### src/rtl/cp0_unit.sv
// Coprocessor-0 exception controller: SR/Cause/EPC/PRId, interrupt vs exception
// arbitration, mfc0/mtc0/eret service. Req is the pipeline flush/redirect request.
module cp0_unit #(
  parameter logic [31:0] PRID = 32'h0000_4D50
) (
  input  logic        clk,
  input  logic        reset,
  input  logic [4:0]  A1,
  input  logic [4:0]  A2,
  input  logic [31:0] WD,
  input  logic        CP0Write,
  input  logic [31:0] VPC,
  input  logic        BD_in,
  input  logic [4:0]  ExcCode_in,
  input  logic [5:0]  HWInt,
  input  logic        EXLClr,
  output logic [31:0] RD,
  output logic [31:0] EPC_out,
  output logic        Req
);

  localparam logic [4:0] ADDR_SR    = 5'd12;
  localparam logic [4:0] ADDR_CAUSE = 5'd13;
  localparam logic [4:0] ADDR_EPC   = 5'd14;
  localparam logic [4:0] ADDR_PRID  = 5'd15;

  logic [5:0]  im;
  logic        exl;
  logic        ie;
  logic        bd;
  logic [5:0]  ip;
  logic [4:0]  exc_code;
  logic [31:0] epc;

  logic int_req;
  logic exc_req;
  logic sr_wr;
  logic epc_wr;

  assign int_req = (|(HWInt & im)) & ie & ~exl;
  assign exc_req = (ExcCode_in != 5'd0) & ~exl;
  // Gated by reset so no flush is requested while the block is being reset.
  assign Req     = reset & (int_req | exc_req);

  assign sr_wr   = CP0Write & (A2 == ADDR_SR);
  assign epc_wr  = CP0Write & (A2 == ADDR_EPC);

  always_ff @(posedge clk) begin
    if (!reset) begin
      im       <= '0;
      exl      <= 1'b0;
      ie       <= 1'b0;
      bd       <= 1'b0;
      ip       <= '0;
      exc_code <= '0;
      epc      <= '0;
    end else begin
      ip <= HWInt;
      if (Req) begin
        exl      <= 1'b1;
        exc_code <= int_req ? 5'd0 : ExcCode_in;
        bd       <= BD_in;
        epc      <= BD_in ? (VPC - 32'd4) : VPC;
      end else begin
        // eret overrides the EXL bit of a simultaneous SR write.
        if (sr_wr) begin
          im  <= WD[15:10];
          ie  <= WD[0];
          exl <= WD[1] & ~EXLClr;
        end else if (EXLClr) begin
          exl <= 1'b0;
        end
        if (epc_wr) epc <= WD;
      end
    end
  end

  always_comb begin
    RD = '0;
    case (A1)
      ADDR_SR:    RD = {16'b0, im, 8'b0, exl, ie};
      ADDR_CAUSE: RD = {bd, 15'b0, ip, 3'b0, exc_code, 2'b0};
      ADDR_EPC:   RD = epc;
      ADDR_PRID:  RD = PRID;
      default:    RD = '0;
    endcase
  end

  assign EPC_out = epc;

endmodule

### config.mk
export PLATFORM = sky130hd
export DESIGN_NAME = cp0_unit
export DESIGN_NICKNAME = d
export VERILOG_FILES = /design/src/rtl/cp0_unit.sv
export SDC_FILE = /design/constraint.sdc
export NUM_CORES = 1
export LEC_CHECK = 0
export ABC_AREA = 1
export CELL_PAD_IN_SITES_DETAIL_PLACEMENT = 0
export CELL_PAD_IN_SITES_GLOBAL_PLACEMENT = 1
export CORE_MARGIN = 2
export CORE_UTILIZATION = 25
export DETAILED_ROUTE_END_ITERATION = 12
export PLACE_DENSITY = 0.81
export REMOVE_ABC_BUFFERS = 1
export SLEW_MARGIN = 20
export SYNTH_ARGS = -nofsm -noshare
export SYNTH_HDL_FRONTEND = slang
export SYNTH_SLANG_ARGS = --single-unit
### constraint.sdc
create_clock -name clk -period 1.4 [get_ports clk]
set_input_delay 0.14 -clock clk [delete_from_list [all_inputs] [get_ports clk]]
set_output_delay 0.14 -clock clk [all_outputs]
set_load 0.1 [all_outputs]
Yosys cells after proc, flatten, opt, wreduce, memory -nomap -nowiden
Index checks and enable logic that the tools add are counted.

word-level totals
  bits in registers = 52
  bits in latches = 0
  memory bits (read-only) = 0
  output and inout port bits = 65
  input port bits = 90
  memory bits (writable) = 0
  memories kept = 0

operators by class
  bitwise operators = 12
  shift-type cells = 0
  order comparisons = 0
  multiply operators = 0
  div/mod/pow operators = 0
  reductions and logical operators = 5
  equality and inequality tests = 6
  muxes and demuxes = 8
  add/subtract/negate cells = 1

operators by type and width
  cell                                                                   count
  32-bit one-hot mux with 4 select lines                                 1
  32-bit two-way mux                                                     3
  32-bit by 3-bit subtractor with 32-bit output, second input constant   1
  5-bit by 4-bit equality test with 1-bit output, second input constant  6
  1-bit bitwise AND                                                      7
  6-bit bitwise AND                                                      1
  6-bit OR reduction                                                     1
  5-bit two-way mux                                                      1
  5-bit nonzero test                                                     1
  1-bit two-way mux                                                      3
  1-bit NOT                                                              3
  3-bit nonzero test                                                     1
  2-bit AND reduction                                                    1
  2-bit nonzero test                                                     1
  1-bit bitwise OR                                                       1

Longest topological paths before layout
Gate-level depths: netlist of the first run.

  word-level depth = 8
  gate-level depth with buffers = 13
  mapped depth without buffers = 13

Least setup slack after synthesis of the first run
Ideal clock, no wire load.

  path type = register -> output
  start = register epc[11] (netlist: EPC_out[11])
  end = output RD[11]
  path buffers = 0
  arrival = 2.634 ns
  setup slack = -1.374 ns
  required time = 1.260 ns
  cell stages (with the launch flop) = 3
  path through = dfxtp_1 inv_1 o2111ai_1

on the way
  longest elaborated chain between the ends = 1

RTL lines
  element                                 RTL line  source
  from (decl)                             33        logic [31:0] epc;
  from (signal assigned)                  63        epc <= BD_in ? (VPC - 32'd4) : VPC;
  32-bit one-hot mux with 4 select lines  80        case (A1)
  to (decl)                               17        output logic [31:0] RD,

Every way passes these cells.

Worst setup path after layout of the first run
  start = register im[0]
  end = output Req

on the way
  longest elaborated chain between the ends = 6

RTL lines
  element                         RTL line  source
  from (decl)                     27        logic [5:0] im;
  from (signal assigned)          67        im <= WD[15:10];
  6-bit bitwise AND               40        assign int_req = (|(HWInt & im)) & ie & ~exl;
  6-bit OR reduction              40
  1-bit bitwise AND (2 in a row)  40
  1-bit bitwise OR                43        assign Req = reset & (int_req | exc_req);
  1-bit bitwise AND               43
  to (decl)                       19        output logic Req

Every way passes these cells.

==> summary.txt, run 1 <==
Route
  • DR vias: ~4,700
  • Wire per inst: between 15 and 20 um
  • Initial drt markers: 301
  • Vias per cell: 4.50
  • Remaining antenna violation count after routing: 0
  • DRC: 0
  • Post-Route WL: 15,900 um
  • DR pass1 iterations: 5

Min path
  • Worst Hold Path EP: ip[3]
  • HP Start: HWInt[3]
  • WHS Path Cells: 3
  • Min-delay worst type: primary input to flip-flop

Finish
  • Layout cells sized above 1: 37.7%
  • Ant. Diodes: 0
  • Post-layout nets: approximately 950
  • FF/Latch Area: around 1000 um^2
  • Non-filler cells, final: about 1,000
  • Area Growth Syn to Fin: 118%
  • Area of the multi-input gates: approximately 2500 um^2
  • Filler Cell Count: around 1,200

Clocking
  • Hold Buf Count CTS: 0
  • H-tree depth: 2
  • Root Driver: clkbuf_16
  • Maximum root-to-sink buffer count: 2
  • CTS tree: yes
  • Clock Latency Late Sink: roughly 0.3 ns
  • Worst-path clk slew: 0.07 ns
  • Clk sinks: 52
  • CTS buffer count: 5

Die
  • Core area: 13,800 um^2
  • I/O pins: roughly 160
  • DIE HEIGHT: ~120 um
  • Rows: 43
  • Initial Util: between 20 and 30%
  • Die width: 123 um
  • Die area: 15,100 um^2

Power and ir drop
  • Tot Pwr: roughly 0.0055 W
  • Pwr/cell area: approximately 720 nW/um^2
  • Max VDD drop: around 0.00043 V
  • Leakage: roughly 3.4 nW

Yosys
  • Mean Syn Cell Area: 5.96 um^2
  • Register area share after synthesis: about 30%
  • Mapped Area: 3530 um^2
  • Synth warnings: 0
  • Synth Instances: between 500 and 600
  • Synthesis-stage register bit count: 52
  • Netlist cell types: 37

STA
  • Final period utilization: 114%
  • Final number of setup-violating endpoints: 46
  • Final TNS setup: -4.60 ns
  • WHS: about 0.08 ns
  • Clock Skews: approximately 0.0095 ns
  • Tmin final: between 1.5 and 2 ns
  • Final hold violations: 0
  • Setup ws final: -0.200 ns
  • Worst Tran Pin Value: approximately 0.48 ns
  • Fmax: about 620 MHz
  • Pins Over Slew Limit: 0
  • RSZ-0062 raised after global routing: yes
  • Slew HR: between 60% and 70%

Critical path
  • CP delay by family, top: simple AND/OR/NAND/NOR gates
  • Most used cell along the critical path: nand2_2
  • Crit path max fanout: 4
  • CP startpoint kind: flip-flop
  • Worst path required time: about 1.3 ns
  • R2R depth: 13
  • CP peak stage delay: 0.31 ns
  • CP Cell Sequence: nand2_1 -> nand2_1 -> nor2_1 -> nand2_2 -> nand2_2 -> nand2_2 -> nand2_4 -> inv_4 -> buf_12 -> buf_12
  • Crit path max-delay cell type: dfxtp_1
  • R2r setup slk: -0.19 ns
  • Reg-to-reg critical path startpoint: im[4]
  • WS Path Type: flip-flop to output port
  • Critical Path End Type: output port
  • Reg2reg end: EPC_out[10]
  • WP buf/inv: 3
  • Critical path arrival: between 1 and 1.5 ns

Placement
  • Dpl ws: -0.534 ns
  • Total placed cells including tap cells: about 1,000
  • GPL Wtd Cong: a little under 0.9
  • PortBufs: 154
  • Post-DP HPWL: about 11,000 um

Global route
  • Global-route wire length before repair: ~24,000 um
  • Largest net degree at the start of global routing: 33
  • Vias in the first global route: approximately 4,600
  • Gr usage total: between 20 and 25%
  • Gr ovfl total: 0
  • Initial antenna violation count: 0

Flow run
  • Max capacitance violation total: 0

Run status
  • Status: finished with violations
  • Failing checks: negative setup slack
[cell families after synthesis]
| logic type | after synthesis | synth area share [%] |
|---|---|---|
| and+or+nand+nor | 340 | 39.9 |
| buffers and inverters | 97 | 11.1 |
| AOI/OAI and AO/OA | 88 | 15.4 |
| DFF | 52 | 29.5 |
| xor gates and xnor gates | 15 | 3.72 |
| adders and majority gates | 1 | 0.354 |
[layer usage]
| layer | vias to the layer above | global-route usage, % | routed length, um |
|---|---|---|---|
| met2 | 121 | 34.6 | 7650 |
| met3 | 10 | 3.67 | 843 |
| met4 | 0 | 4.31 | 161 |
| met5 | - | 0 | 0 |
| met1 | 2146 | 27.4 | 7280 |
| li1 | 2406 | - | - |
[power by group]
group / switching, W / internal, W
logic: 0.00140 / 0.00107
clock network: 0.000597 / 0.000715
registers: 0.000119 / 0.00160
total: 0.00212 / 0.00339
[cell usage in the layout, fill, tap and decap left out, types with 6 or more instances in the layout]
cell type	n
nand2_1	189
buf_4	104
buf_12	73
clkdlybuf4s50_1	69
inv_1	65
nor2_1	53
dfxtp_1	45
nor2_4	22
nand2_2	19
a21oi_1	19
nor2_2	17
nand3_1	16
o21ai_0	13
a21oi_2	13
xor2_1	11
o21ai_2	10
nand4_1	9
clkbuf_16	9
dlygate4sd2_1	9
dfxtp_2	7
inv_2	6
a31oi_1	6
dlymetal6s2s_1	6
[sequential cells by signal, indices dropped and copies added, names as in the netlist]
register	count
exc_code	5
ie	1
ip	6
exl	1
im	6
EPC_out	32
bd	1
[worst register-to-register path, cell delays in order (launching register included)]
cell and delay, ns:
dfxtp_2 0.33, nand2_1 0.05, nand2_1 0.08, inv_1 0.05
nand2_2 0.07, nand2_2 0.06, nand2_2 0.08, nand2_4 0.07
buf_4 0.14, buf_6 0.12, buf_12 0.14, buf_12 0.12
o21ai_4 0.12, a31oi_1 0.05
[what timing repair did]
item / CTS / global route
resized for setup: 139 / 58
gates cloned: 4 / 3
buffers inserted: 17 / 7
pin swaps: 21 / 14
setup endpoints to repair: 69 / 70
hold endpoints to repair: 0 / 0
[per-stage QoR]
step	utilization [%]	cell area (um^2)
finish	55.6	7690
floorplan	-	3430
global placement	48.1	6650
detailed placement	48.1	6650
CTS	53.4	7380
global route	55.6	7690
[layout make-up]
class | instances | area share [%]
well taps | 180 | 2.93
clock inverters | 1 | 0.0976
inverters | 77 | 4.07
multi-input cells | 444 | 32.9
flip-flops and latches | 52 | 13.6
repair buffers | 280 | 44.6
clock buffers | 7 | 1.85
[cell usage after synthesis (all sizes together)]
master | number | area share (%)
o211a | 1 | 0.28
a21boi | 1 | 0.21
a211oi | 7 | 1.6
a21oi | 32 | 5.4
a22o | 2 | 0.50
a31oi | 7 | 1.2
ha | 1 | 0.35
o21ai | 30 | 4.3
o211ai | 3 | 0.64
nand3 | 19 | 2.8
xnor2 | 3 | 0.74
clkbuf | 9 | 0.96
dfxtp | 52 | 29
nand2 | 214 | 24
o21bai | 1 | 0.21
nand4 | 9 | 1.6
nor3 | 5 | 0.85
clkinv | 1 | 0.14
xor2 | 12 | 3.0
inv | 76 | 8.1
a32o | 2 | 0.57
o2111ai | 2 | 0.50
buf | 11 | 1.9
nand3b | 1 | 0.21
nor2 | 92 | 11
[worst max-delay path by stage]
stage             endpoint  cells after the start   startpoint
2_1_floorplan       RD[11]                      2  EPC_out[11]
3_3_place_gp   EPC_out[10]                     11       VPC[2]
3_5_place_dp   EPC_out[12]                     10       VPC[2]
4_1_cts                Req                     10        im[1]
5_1_grt                Req                     10        im[0]
6_report               Req                     10        im[0]
No activity file was read; power rests on OpenSTA's default activity.
==> run 2, diff against run 1 <==
Settings changed: CORE_UTILIZATION 25 to 38, DONT_BUFFER_PORTS set to 1.
==> run 2 against run 1 <==
Against the previous run: the run still ends with negative setup slack left; via count decreased by 8.5%; critical path type unchanged; highest routed layer unchanged; die area decreased by 33%; wire length decreased by 17%.
==> summary.txt, run 2 (synthesized netlist as in run 1, its figures left out) <==
Run status
  • Status: finished with violations
  • Failing checks: negative setup slack

STA
  • Worst Tran Pin Value: slightly above 0.7 ns
  • Final number of setup-violating endpoints: 27
  • Fmax: around 660 MHz
  • Pins Over Slew Limit: 0
  • Final period utilization: 108%
  • Slew HR: 52.9%
  • Clock Skews: 0.0155 ns
  • Setup ws final: -0.111 ns
  • Tmin final: around 1.5 ns
  • RSZ-0062 raised after global routing: yes
  • Final hold violations: 0

Finish
  • Finished Cell Area: 5600 um^2
  • Ant. Diodes: 0
  • Non-filler cells, final: between 800 and 900
  • Post-layout nets: ~810
  • Most common cell after layout, fill and taps aside: nand2_1
  • Most frequent cells in the layout: nand2_1 (193), buf_4 (71), inv_1 (70), nor2_1 (66), dfxtp_1 (45)
  • FF/Latch Area: 1050 um^2
  • Layout cells sized above 1: a little under a third
  • Max FFs per register: 32
  • Filler Cell Count: roughly 820
  • Final Core Density: between 60% and 70%
  • Area of the multi-input gates: 2340 um^2
  • Area Growth Syn to Fin: 58.4%

Critical path
  • Worst path required time: 1.26 ns
  • Critical Path End Type: output port
  • Crit path max fanout: 6
  • Critical path arrival: ~1.4 ns
  • WS Path Type: flip-flop to output port
  • CP startpoint kind: flip-flop

Global route
  • Global-route wire length before repair: a little over 20,000 um
  • Initial antenna violation count: 0
  • Vias in the first global route: around 4,000
  • Gr ovfl total: 0
  • Gr usage total: between 20% and 30%
  • Largest net degree at the start of global routing: 33

Route
  • Remaining antenna violation count after routing: 0
  • Vias per cell: a little over 5
  • DR vias: 4,286
  • Wire per inst: 15.8 um
  • Post-Route WL: about 13,000 um
  • Initial drt markers: 179
  • DR pass1 iterations: 5
  • DRC: 0

Die
  • Core area: ~9100 um^2
  • Initial Util: 38.8%
  • I/O pins: ~160
  • Rows: 35
  • Die area: 10,100 um^2
  • DIE HEIGHT: between 100 and 150 um
  • Die width: 100 um

Clocking
  • Clock Latency Late Sink: between 0.3 and 0.4 ns
  • Root Driver: clkbuf_8
  • Clk sinks: 52
  • CTS tree: yes
  • CTS buffer count: 5
  • Worst-path clk slew: about 0.1 ns
  • H-tree depth: 2
  • Maximum root-to-sink buffer count: 2

Placement
  • Cell Area, Placed: approximately 4900 um^2
  • Total placed cells including tap cells: 786
  • GPL Wtd Cong: between 0.9 and 1
  • Post-DP HPWL: 9660 um
  • PortBufs: 0

Min path
  • Min-delay worst type: primary input to flip-flop

Power and ir drop
  • Leakage: between 2 and 2.5 nW
  • Max VDD drop: around 0.00039 V
  • Pwr/cell area: 791 nW/um^2

Flow run
  • Max capacitance violation total: 0
run 2: metal layers:
layer	GRT usage [%]	wire length, um
met4	10.5	379
met3	5.43	936
met1	31.7	5470
met2	42.6	6380
met5	0	0
run 2: report_power, final:
part	internal [W]	total, W	switching [W]
Clock	0.000404	0.000957	0.000552
Sequential	0.00160	0.00169	0.0000929
Combinational	0.000558	0.00178	0.00122
run 2: worst max-delay path, stage by stage (launching register included):
cell and delay, ns:
dfxtp_2 0.34, nand2_2 0.05, nand2_1 0.04, nor2_1 0.09, nand2_1 0.06, nand2_2 0.08
nand2_4 0.07, nand2_8 0.11, inv_8 0.05, buf_12 0.16
run 2: area by class of cell:
type,count,share of cell area [%]
repair buffers,140,29.8
well taps,111,2.48
clock inverters,1,0.134
flip-flops and latches,52,18.8
clock buffers,7,1.54
multi-input cells,444,41.8
inverters,77,5.48
run 2: final timing paths:
path | slack (ns) | endpoint | start | cells past startpoint
min | 0.007 | EPC_out[15] | WD[15] | 2
max reg2reg | -0.10 | EPC_out[28] | im[1] | 13
max | -0.11 | Req | im[1] | 9
min reg2reg | 0.49 | EPC_out[30] | EPC_out[30] | 2
run 2: what timing repair did:
item	in CTS	in global routing
setup buffers	8	2
hold endpoints to repair	28	1
endpoints found under the setup margin	13	50
hold buffers	26	1
gates cloned	1	1
gates resized for setup	31	44
pin swaps	5	18
run 2: stage by stage:
step	setup WS [ns]	hold slack, ns	power [W]	setup TNS, ns
finish	-0.111	0.00673	0.00442	-1.63
global route	-0.200	0.00518	0.00461	-5.53
CTS	-0.115	0.000282	0.00432	-1.44
detailed placement	-0.0618	0.239	0.00323	-0.318
global placement	-0.0459	0.233	0.00321	-0.137
floorplan	-1.37	0.233	0.00281	-46.92
